File: src/rtl/sys_defs.sv
// sys_defs: shared machine-wide widths and the completion/broadcast packet types.
// Revision: 1.0
`default_nettype none

package sys_defs;

   localparam int XLEN      = 32;
   localparam int ROB_LEN   = 32;
   localparam int ROB_IDX_W = $clog2(ROB_LEN);

   typedef struct packed {
      logic [ROB_IDX_W-1:0] tag;
      logic                 valid;
   } REG_TAG;

   typedef struct packed {
      logic            no_output;
      REG_TAG          reg_tag;
      logic [XLEN-1:0] reg_value;
      logic            correct_predict;
   } CDB_PACKET;

   typedef struct packed {
      logic [ROB_IDX_W-1:0] tag;
      logic [XLEN-1:0]      value;
      logic                 wb_en;
      logic                 correct_predict;
   } FU_ENTRY;

   function automatic CDB_PACKET cdb_idle();
      CDB_PACKET p;
      p           = '0;
      p.no_output = 1'b1;
      return p;
   endfunction

endpackage

`default_nettype wire

File: src/rtl/cdb_fu_fifo.sv
// cdb_fu_fifo: per-port completion queue, circular buffer with synchronous flush.
// Revision: 1.0
`default_nettype none

module cdb_fu_fifo
   import sys_defs::*;
#(
   parameter int DEPTH = 2
) (
   input  logic    clk,
   input  logic    rst_n,
   input  logic    flush_i,
   input  logic    push_i,
   input  logic    pop_i,
   input  FU_ENTRY din_i,
   output logic    full_o,
   output logic    empty_o,
   output FU_ENTRY head_o
);

   localparam int PTR_W = (DEPTH > 1) ? $clog2(DEPTH) : 1;
   localparam int CNT_W = $clog2(DEPTH + 1);

   FU_ENTRY              mem_q [DEPTH];
   logic [PTR_W-1:0]     rd_ptr_q, wr_ptr_q;
   logic [CNT_W-1:0]     cnt_q;
   logic                 w_push, w_pop;

   function automatic logic [PTR_W-1:0] ptr_inc(input logic [PTR_W-1:0] p);
      return (p == PTR_W'(DEPTH - 1)) ? '0 : p + 1'b1;
   endfunction

   assign full_o  = (cnt_q == CNT_W'(DEPTH));
   assign empty_o = (cnt_q == '0);
   assign head_o  = mem_q[rd_ptr_q];

   assign w_push = push_i & ~full_o & ~flush_i;
   assign w_pop  = pop_i & ~empty_o & ~flush_i;

   // Storage carries no reset: validity is tracked entirely by cnt_q.
   always_ff @(posedge clk) begin
      if (w_push) begin
         mem_q[wr_ptr_q] <= din_i;
      end
   end

   always_ff @(posedge clk or negedge rst_n) begin
      if (!rst_n) begin
         rd_ptr_q <= '0;
         wr_ptr_q <= '0;
         cnt_q    <= '0;
      end else if (flush_i) begin
         rd_ptr_q <= '0;
         wr_ptr_q <= '0;
         cnt_q    <= '0;
      end else begin
         if (w_push) wr_ptr_q <= ptr_inc(wr_ptr_q);
         if (w_pop)  rd_ptr_q <= ptr_inc(rd_ptr_q);
         case ({w_push, w_pop})
            2'b10:   cnt_q <= cnt_q + 1'b1;
            2'b01:   cnt_q <= cnt_q - 1'b1;
            default: cnt_q <= cnt_q;
         endcase
      end
   end

endmodule

`default_nettype wire

File: src/rtl/cdb_arbiter.sv
// cdb_arbiter: round-robin arbitration of N_FU completion queues onto one registered CDB.
// Optional macro CDB_BYPASS_EN lets an empty port's incoming completion win the bus directly.
// Revision: 1.0
`default_nettype none

module cdb_arbiter
   import sys_defs::*;
#(
   parameter int N_FU       = 4,
   parameter int FIFO_DEPTH = 2
) (
   input  logic                            clk,
   input  logic                            rst_n,
   input  logic [N_FU-1:0]                 fu_valid_i,
   input  logic [N_FU-1:0][ROB_IDX_W-1:0]  fu_tag_i,
   input  logic [N_FU-1:0][XLEN-1:0]       fu_value_i,
   input  logic [N_FU-1:0]                 fu_wb_en_i,
   input  logic [N_FU-1:0]                 fu_correct_predict_i,
   input  logic                            squash_i,
   output logic [N_FU-1:0]                 fu_ready_o,
   output logic [N_FU-1:0]                 proto_err_o,
   output CDB_PACKET                       cdb_packet_o
);

   localparam int RR_W = (N_FU > 1) ? $clog2(N_FU) : 1;

   FU_ENTRY           w_in   [N_FU];
   FU_ENTRY           w_head [N_FU];
   logic [N_FU-1:0]   w_full, w_empty, w_push, w_pop, w_elig;
   logic              w_grant_vld, w_byp;
   logic [RR_W-1:0]   w_grant_idx;
   FU_ENTRY           w_sel;
   logic [RR_W-1:0]   rr_q, rr_d;
   CDB_PACKET         pkt_q, pkt_d;

   // Ready is forced low while reset is held so no completion is accepted then.
   assign fu_ready_o   = ~w_full & {N_FU{rst_n}};
   assign proto_err_o  = fu_valid_i & ~fu_ready_o;
   assign cdb_packet_o = pkt_q;

`ifdef CDB_BYPASS_EN
   assign w_elig = ~w_empty | fu_valid_i;
`else
   assign w_elig = ~w_empty;
`endif

   generate
      for (genvar gi = 0; gi < N_FU; gi++) begin : g_port
         assign w_in[gi] = '{tag:             fu_tag_i[gi],
                             value:           fu_value_i[gi],
                             wb_en:           fu_wb_en_i[gi],
                             correct_predict: fu_correct_predict_i[gi]};

         assign w_pop[gi]  = w_grant_vld & ~w_byp & (w_grant_idx == RR_W'(gi)) & ~squash_i;
         assign w_push[gi] = fu_valid_i[gi] & fu_ready_o[gi] & ~squash_i
                             & ~(w_byp & (w_grant_idx == RR_W'(gi)));

         cdb_fu_fifo #(
            .DEPTH (FIFO_DEPTH)
         ) u_fifo (
            .clk     (clk),
            .rst_n   (rst_n),
            .flush_i (squash_i),
            .push_i  (w_push[gi]),
            .pop_i   (w_pop[gi]),
            .din_i   (w_in[gi]),
            .full_o  (w_full[gi]),
            .empty_o (w_empty[gi]),
            .head_o  (w_head[gi])
         );
      end
   endgenerate

   // Scan ports starting at rr_q, wrapping, and take the first eligible one.
   always_comb begin
      int              idx;
      logic [RR_W-1:0] idx_w;
      w_grant_vld = 1'b0;
      w_grant_idx = '0;
      for (int k = 0; k < N_FU; k++) begin
         idx = int'(rr_q) + k;
         if (idx >= N_FU) idx = idx - N_FU;
         idx_w = RR_W'(idx);
         if (!w_grant_vld && w_elig[idx_w]) begin
            w_grant_vld = 1'b1;
            w_grant_idx = idx_w;
         end
      end
   end

   assign w_byp = w_grant_vld & w_empty[w_grant_idx];
   assign w_sel = w_byp ? w_in[w_grant_idx] : w_head[w_grant_idx];

   always_comb begin
      pkt_d = cdb_idle();
      rr_d  = rr_q;
      if (w_grant_vld && !squash_i) begin
         pkt_d.no_output       = 1'b0;
         pkt_d.reg_tag.tag     = w_sel.tag;
         pkt_d.reg_tag.valid   = w_sel.wb_en;
         pkt_d.reg_value       = w_sel.value;
         pkt_d.correct_predict = w_sel.correct_predict;
         rr_d = (w_grant_idx == RR_W'(N_FU - 1)) ? '0 : w_grant_idx + 1'b1;
      end
   end

   always_ff @(posedge clk or negedge rst_n) begin
      if (!rst_n) begin
         pkt_q <= cdb_idle();
         rr_q  <= '0;
      end else begin
         pkt_q <= pkt_d;
         rr_q  <= rr_d;
      end
   end

endmodule

`default_nettype wire
File: config.mk
export PLATFORM = sky130hd
export DESIGN_NAME = cdb_arbiter
export DESIGN_NICKNAME = d
export VERILOG_FILES = /design/src/rtl/sys_defs.sv /design/src/rtl/cdb_fu_fifo.sv /design/src/rtl/cdb_arbiter.sv
export SDC_FILE = /design/constraint.sdc
export NUM_CORES = 1
export LEC_CHECK = 0
export CORE_MARGIN = 2
export CORE_UTILIZATION = 35
export DETAILED_ROUTE_END_ITERATION = 6
export PLACE_DENSITY = 0.59
export SLEW_MARGIN = 40
export SYNTH_ARGS = -nofsm -noshare
export SYNTH_HDL_FRONTEND = slang
export SYNTH_SLANG_ARGS = --single-unit
File: constraint.sdc
create_clock -name clk -period 4.76 [get_ports clk]
set_input_delay 0.714 -clock clk [delete_from_list [all_inputs] [get_ports clk]]
set_output_delay 0.714 -clock clk [all_outputs]
set_load 0.005 [all_outputs]
Word level (Yosys, flattened, before mapping). Memories as Yosys holds them, arrays and structs flattened. Index checks and enable logic that the tools add are counted.

Flip-flop bits (word level): 58. RAM bits: 312. Bits of input ports: 163. Output and inout port bits: 48. Logic and storage cells: 229. Memories kept: 4.

$add $sub $neg: 24. $lt $le $gt $ge: 10. Equal/unequal tests: 15. Mux-type cells: 71. Bitwise gates (word level): 62. Reduce and logical (&&, ||, !) cells: 25.

Memories: g_port[0].u_fifo.mem_q (words 2, width 39, read ports 1, clocked after memory_dff 0, wr ports 1, RTL line cdb_fu_fifo.sv:24) `FU_ENTRY mem_q [DEPTH];`; g_port[1].u_fifo.mem_q (words 2, width 39, read ports 1, clocked after memory_dff 0, wr ports 1, RTL line cdb_fu_fifo.sv:24); g_port[2].u_fifo.mem_q (words 2, width 39, read ports 1, clocked after memory_dff 0, wr ports 1, RTL line cdb_fu_fifo.sv:24); g_port[3].u_fifo.mem_q (words 2, width 39, read ports 1, clocked after memory_dff 0, wr ports 1, RTL line cdb_fu_fifo.sv:24).

Operators with widths (count): two-way mux 39 bit (5); binary-select mux 39 bit (select 2 bit) (2); AND 1 bit (42); two-way mux 1 bit (41); two-way mux 40 bit (1); two-way mux 2 bit (13); == test 2 bit, second input constant (10); case mux 2 bit (2 select lines) (4); nonzero test 2 bit (8); subtractor 2 x 1 -> 2 bit, second input constant (8); < comparator 2 x 3 -> 1 bit, second input constant (5); inverter 1 bit (14); >= comparator 3 bit, second input constant (4); inverter 4 bit (3); nonzero test 3 bit (4); adder 2 x 1 -> 2 bit, second input constant (5); binary-select mux 1 bit (select 2 bit) (5); == test 2 x 1 -> 1 bit, second input constant (5); zero test 2 bit (5); adder 1 bit, second input constant (8); AND 4 bit (2); adder 2 x 2 -> 3 bit, second input constant (2); logical AND 1 bit (4); zero test 1 bit (4); other kinds (3) (3).

Longest topological paths before layout.
Depth in word-level cells: 26. Depth in mapped cells: 12.

Hierarchy. From an unflattened synthesis, not the netlist that was laid out.

Cell total of the unflattened synthesis: 962. Area, all modules: 15696.3 um^2.

Modules (own cells, without submodules): cdb_fu_fifo (g_port[0].u_fifo ...) (times used 2, cells an instance 147, area each 3034.2 um^2, seq. area each 2442.3 um^2); cdb_fu_fifo (g_port[1].u_fifo ...) (times used 2, cells an instance 146, area each 3020.4 um^2, seq. area each 2442.3 um^2); cdb_arbiter (times used 1, cells an instance 376, area each 3587.2 um^2, seq. area each 1052.3 um^2).

Worst setup path after synthesis. Ideal clock, no wire load.

Kind: input -> register. Start: input port rst_n. End: memory g_port[0].u_fifo.mem_q[1][0] (netlist bit), enable pin. Setup time: 0.492 ns. Arrival time: 4.175 ns. Path slack: 0.093 ns. Stages on the path: 4. Path buffers: 1. Cell sequence: clkbuf_1 and2_1 nand2_1 nor3b_1.

Cells in the longest elaborated chain, start to end: 8.

RTL lines: start, declared (RTL line cdb_arbiter.sv:13) `input logic rst_n,`; AND 4 bit (RTL line cdb_arbiter.sv:37) `assign fu_ready_o = ~w_full & {N_FU{rst_n}};`; via fu_ready_o[0] (RTL line cdb_arbiter.sv:20) `output logic [N_FU-1:0] fu_ready_o,`; AND 1 bit (2 in series) (RTL line cdb_arbiter.sv:55) `assign w_push[gi] = fu_valid_i[gi] & fu_ready_o[gi] & ~squash_i`; AND 1 bit (RTL line cdb_arbiter.sv:56) `& ~(w_byp & (w_grant_idx == RR_W'(gi)));`; AND 1 bit (2 in series) (RTL line cdb_fu_fifo.sv:37) `assign w_push = push_i & ~full_o & ~flush_i;`; two-way mux 1 bit (RTL line cdb_fu_fifo.sv:42) `if (w_push) begin`; two-way mux 1 bit (implied by the code) (RTL line cdb_fu_fifo.sv:43) `mem_q[wr_ptr_q] <= din_i;`; end, declared (RTL line cdb_fu_fifo.sv:24).

The timed path passes the listed nets, and every way through them passes these cells.

Final worst setup path.
Start: register g_port[2].u_fifo.cnt_q[1]. End: register g_port[2].u_fifo.cnt_q[0].

Cells in the longest elaborated chain, start to end: 26. Elaborated cells between the ends (all ways): 51. Those cells by class: eq/ne: 4; mux: 20; bitwise: 19; reduce/logical: 8.

RTL lines: start, declared (RTL line cdb_fu_fifo.sv:26) `logic [CNT_W-1:0] cnt_q;`; start signal, assigned (RTL line cdb_fu_fifo.sv:60) `2'b10: cnt_q <= cnt_q + 1'b1;`; start signal, assigned (RTL line cdb_fu_fifo.sv:61) `2'b01: cnt_q <= cnt_q - 1'b1;`; start signal, assigned (RTL line cdb_fu_fifo.sv:62) `default: cnt_q <= cnt_q;`; zero test 2 bit (RTL line cdb_fu_fifo.sv:34) `assign empty_o = (cnt_q == '0);`; inverter 4 bit (RTL line cdb_arbiter.sv:44) `assign w_elig = ~w_empty;`; binary-select mux 1 bit (select 2 bit) (RTL line cdb_arbiter.sv:84) `if (!w_grant_vld && w_elig[idx_w]) begin`; two-way mux 1 bit (implied by the code) (RTL line cdb_arbiter.sv:84); two-way mux 1 bit (RTL line cdb_arbiter.sv:84); zero test 1 bit (RTL line cdb_arbiter.sv:84); logical AND 1 bit (RTL line cdb_arbiter.sv:84); two-way mux 1 bit (RTL line cdb_arbiter.sv:84); [... 7 more ...]; two-way mux 1 bit (implied by the code) (RTL line cdb_arbiter.sv:91) `assign w_byp = w_grant_vld & w_empty[w_grant_idx];`; AND 1 bit (RTL line cdb_arbiter.sv:91); inverter 1 bit (RTL line cdb_arbiter.sv:54) `assign w_pop[gi] = w_grant_vld & ~w_byp & (w_grant_idx == RR_W'(gi)) & ~squash_i;`; AND 1 bit (3 in series) (RTL line cdb_arbiter.sv:54); AND 1 bit (2 in series) (RTL line cdb_fu_fifo.sv:38) `assign w_pop = pop_i & ~empty_o & ~flush_i;`; == test 2 x 1 -> 1 bit or == test 2 bit (tied branches) (RTL line cdb_fu_fifo.sv:59) `case ({w_push, w_pop})`; case mux 2 bit (2 select lines) (RTL line cdb_fu_fifo.sv:59); two-way mux 2 bit (RTL line cdb_fu_fifo.sv:52) `end else if (flush_i) begin`.

Several ways; a longest one is shown, not always the timed one. The select of a mux whose other input is x is not followed. A chain may end at the register's enable or synchronous reset.

==> summary.txt <==
maximum ir drop on the vdd rail = 0.249 mV
Starting Density = 0.353
cells along the critical path = or2_4 -> a21boi_1 -> o22ai_2 -> nor2_4 -> inv_2 -> ha_1 -> a21oi_1 -> nor2_1 -> a311oi_1 -> nor2_1
wire length of the first global-routing pass = 57100 um
FFs w/ async S/R, synth = 0.157
Crit path buffers/inverters = 1
final hold vios = 0
Gate Count Post-Synth = 955
dominant cell type by area after synthesis = sky130_fd_sc_hd__edfxtp_1
worst slew slack as a fraction of its limit = 0.506
final slew viol count = 0
register bit total from synthesis = 370
Top cell by count, worst path = sky130_fd_sc_hd__nor2_1
proportion of layout cells with a drive suffix above 1 = 0.127
gr ovfl total = 0
Die X-Extent = 212 um
WS Path Type = flop to flop
number of buffers inserted during clock tree synthesis = 42
CTS max path bufs = 3
global-route usage over all layers = 0.173
final core utilization = 0.452
clock tree skew after final layout = 18.9 ps
num ports = 211
largest cells by area after synthesis = sky130_fd_sc_hd__edfxtp_1, sky130_fd_sc_hd__mux2i_1, sky130_fd_sc_hd__dfrtp_1
largest family of logic cells by synthesized area = multiplexers
routed via count = 8887
clock root buffer = sky130_fd_sc_hd__clkbuf_16
count of flip-flops with a built-in enable after synthesis = 312
final WL = 38500 um
number of remaining DRC errors = 0
Crit path largest cell delay = 550 ps
Placeable Area = 42800 um2
GP Congestion = 0.871
number of levels the H-tree was split into = 2
TritonCTS clock tree = done
post-synthesis adder-cell area fraction = 0.00480
FMAX = 308 MHz
number of search-and-repair iterations in the first detailed-routing pass = 5
total of buffers placed on input and output ports = 210
leakage power summed over all cells = 6.52 nW
insertion delay to the later sink of the worst-skew pair = 560 ps
number of warnings reported in the yosys synthesis log = 0
number of antenna violations at the first check in global routing = 7
maximum net fanout on the critical path = 24
Synth Net Count = 1122
most used flip-flop cell after synthesis = sky130_fd_sc_hd__edfxtp_1
count of different cell masters after synthesis = 64
type of the most critical hold path = input port to asynchronous set/reset pin
setup tns final = 0 ps
compound-gate portion of the synthesized area = 0.0582
routed length per instance = 21.9 um
average instance area after synthesis = 15.8 um2
sequential share of the synthesized area = 0.716
transition at the pin with the smallest max-transition slack = 737 ps
kind of cell adding the most delay to the critical path = simple AND/OR/NAND/NOR gates
final antenna-violating net count = 0
Required @ worst endpoint = 5190 ps
clk sinks = 370
Die Y = 212 um
CTS Hold Bufs = 0
via count of the first global-routing pass = 9311
basic-gate share of the synthesized area counting and, or, nand and nor cells = 0.0736
multiplexer area fraction after synthesis = 0.120
launching element type of the critical path = flop
Gates resized, CTS repair = 0
count of filler cells inserted in the layout = 3799
DR vias/cell = 5.07
Final Net Count = 1342
die area = 44800 um2
HPWL reported at the end of detailed placement = 26400 um
status = finished, final reports clean
initial drt markers = 517
final critical path time including I/O delays and setup = 3250 ps
area of the mapped netlist = 15100 um2
slowest CP cell = sky130_fd_sc_hd__nor2_4
crit path capture type = flop
Setup violations, final = 0
number of rows created at floorplan = 76
layout-stage area growth over the synthesis result = 27.9%
Tcrit/Tclk final = 0.683
maximum number of pins on one net before global-route repair = 41
post-synthesis xor/xnor area fraction = 0.00522
setup repair after global routing missed its margin = false
signal arrival time at the worst endpoint = 3680 ps
power per cell area = 474 nW/um2
Reg clk slew, reported paths = 50 ps
post-CTS setup buffers = 0
max cap viols = 0
area fraction of the dominant cell type after synthesis = 0.620
[cell families (layout without fill, tap and decap cells)]
group | count (synthesis) | count (layout)
DFF | 370 | 370
and+or+nand+nor | 211 | 211
other | 0 | 1
adders and majority gates | 6 | 6
buffers and inverters | 66 | 318
muxes | 178 | 178
xor gates and xnor gates | 9 | 9
AOI/OAI and AO/OA | 115 | 115
[final cells by class]
class / count / area, um2 / area share
sequential: 370 / 10800 / 0.560
multi-input combinational: 519 / 4040 / 0.209
timing repair buffer: 234 / 2290 / 0.119
clock buffer: 65 / 1280 / 0.0663
tap: 546 / 683 / 0.0354
clock inverter: 11 / 165 / 0.00855
inverter: 8 / 30.0 / 0.00155
antenna: 1 / 2.50 / 0.000129
[worst register-to-register path, stage by stage, from the launching register on]
cell                       delay [ps]
sky130_fd_sc_hd__dfrtp_1          470
sky130_fd_sc_hd__or2_4            310
sky130_fd_sc_hd__a21boi_1         240
sky130_fd_sc_hd__o22ai_2          180
sky130_fd_sc_hd__nor2_4           550
sky130_fd_sc_hd__inv_2            340
sky130_fd_sc_hd__ha_1             390
sky130_fd_sc_hd__a21oi_1          170
sky130_fd_sc_hd__nor2_1            60
sky130_fd_sc_hd__a311oi_1         340
sky130_fd_sc_hd__nor2_1            80
[cell usage after synthesis, types with 4 or more instances]
master,number
sky130_fd_sc_hd__nand2_1,71
sky130_fd_sc_hd__nor2_2,5
sky130_fd_sc_hd__a2bb2oi_1,19
sky130_fd_sc_hd__a21oi_1,9
sky130_fd_sc_hd__dfrtp_1,57
sky130_fd_sc_hd__nor2b_1,5
sky130_fd_sc_hd__o21ai_1,8
sky130_fd_sc_hd__or3_1,19
sky130_fd_sc_hd__buf_2,16
sky130_fd_sc_hd__nor2_1,21
sky130_fd_sc_hd__mux2_2,22
sky130_fd_sc_hd__nand3_1,39
sky130_fd_sc_hd__o21ai_0,18
sky130_fd_sc_hd__inv_1,6
sky130_fd_sc_hd__buf_6,6
sky130_fd_sc_hd__mux2i_1,156
sky130_fd_sc_hd__o22ai_1,20
sky130_fd_sc_hd__clkbuf_1,29
sky130_fd_sc_hd__and2_1,4
sky130_fd_sc_hd__a32o_1,19
sky130_fd_sc_hd__nand4_1,19
sky130_fd_sc_hd__edfxtp_1,312
sky130_fd_sc_hd__nor3_1,5
sky130_fd_sc_hd__ha_1,4
sky130_fd_sc_hd__xor2_1,8
[where the power goes]
group	switching, W	total, W	internal (W)	leakage, nW
sequential	0.000184	0.00395	0.00376	3.60
clock	0.00126	0.00333	0.00207	0.708
combinational	0.000987	0.00187	0.000885	2.21
total	0.00243	0.00915	0.00672	6.52
[metal layers]
metal,global-route usage,routed length [um]
met1,0.212,15800
met2,0.299,19100
met3,0.0481,2660
met4,0.0515,860
met5,0,80
[final timing paths]
path	startpoint	slack (ps)	to	cells past startpoint
setup / recovery	g_port[2].u_fifo.cnt_q[1]	1510	g_port[2].u_fifo.cnt_q[0]	10
hold / removal	rst_n	100	cdb_packet_o[23]	1
setup reg to reg	g_port[2].u_fifo.cnt_q[1]	1510	g_port[2].u_fifo.cnt_q[0]	10
hold reg to reg	g_port[3].u_fifo.cnt_q[1]	560	g_port[3].u_fifo.cnt_q[1]	1
max in group asynchronous	rst_n	3750	g_port[1].u_fifo.rd_ptr_q	2
min in group clk	g_port[3].u_fifo.cnt_q[1]	560	g_port[3].u_fifo.cnt_q[1]	1
[flip-flops by register name (all words and copies together), names as in the netlist]
signal	cells
rr_q	2
g_port.u_fifo.wr_ptr_q	4
g_port.u_fifo.cnt_q	8
g_port.u_fifo.rd_ptr_q	4
cdb_packet_o	40
g_port.u_fifo.mem_q	312
[metrics by stage]
step / worst slack [ps] / power (W) / cell area (um2) / hold slack, ps / std cells
after global placement: 1430 / 0.00587 / 17800 / 535 / 1677
after global routing: 1280 / 0.00954 / 19300 / 104 / 1753
after CTS: 1480 / 0.00927 / 19300 / 83.6 / 1753
final: 1510 / 0.00915 / 19300 / 101 / 1754
after floorplan: 92.7 / 0.00504 / 15100 / 418 / 955
after detailed placement: 1230 / 0.00591 / 17900 / 544 / 1677
[cells in the final DEF, fill, tap and decap left out, types with 4 or more instances in the layout]
| cell type | Yosys | final |
|---|---|---|
| sky130_fd_sc_hd__clkdlybuf4s50_1 | 0 | 209 |
| sky130_fd_sc_hd__bufinv_16 | 0 | 4 |
| sky130_fd_sc_hd__ha_1 | 4 | 4 |
| sky130_fd_sc_hd__mux2_2 | 22 | 22 |
| sky130_fd_sc_hd__o21ai_1 | 8 | 8 |
| sky130_fd_sc_hd__or3_1 | 19 | 19 |
| sky130_fd_sc_hd__o21ai_0 | 18 | 17 |
| sky130_fd_sc_hd__nor2_2 | 5 | 4 |
| sky130_fd_sc_hd__a32o_1 | 19 | 19 |
| sky130_fd_sc_hd__dfrtp_1 | 57 | 53 |
| sky130_fd_sc_hd__nor2_1 | 21 | 21 |
| sky130_fd_sc_hd__nand3_1 | 39 | 39 |
| sky130_fd_sc_hd__inv_1 | 6 | 6 |
| sky130_fd_sc_hd__clkbuf_8 | 0 | 8 |
| sky130_fd_sc_hd__a2bb2oi_1 | 19 | 19 |
| sky130_fd_sc_hd__clkbuf_1 | 29 | 12 |
| sky130_fd_sc_hd__edfxtp_1 | 312 | 312 |
| sky130_fd_sc_hd__a21oi_1 | 9 | 9 |
| sky130_fd_sc_hd__o22ai_1 | 20 | 20 |
| sky130_fd_sc_hd__buf_4 | 2 | 24 |
| sky130_fd_sc_hd__nor2b_1 | 5 | 4 |
| sky130_fd_sc_hd__nand2_1 | 71 | 71 |
| sky130_fd_sc_hd__nand4_1 | 19 | 19 |
| sky130_fd_sc_hd__xor2_1 | 8 | 8 |
| sky130_fd_sc_hd__dfrtp_2 | 0 | 4 |
| sky130_fd_sc_hd__clkbuf_16 | 0 | 45 |
| sky130_fd_sc_hd__clkinv_2 | 0 | 4 |
| sky130_fd_sc_hd__mux2i_1 | 156 | 156 |
Note: power is estimated with default switching activity, not from simulation.
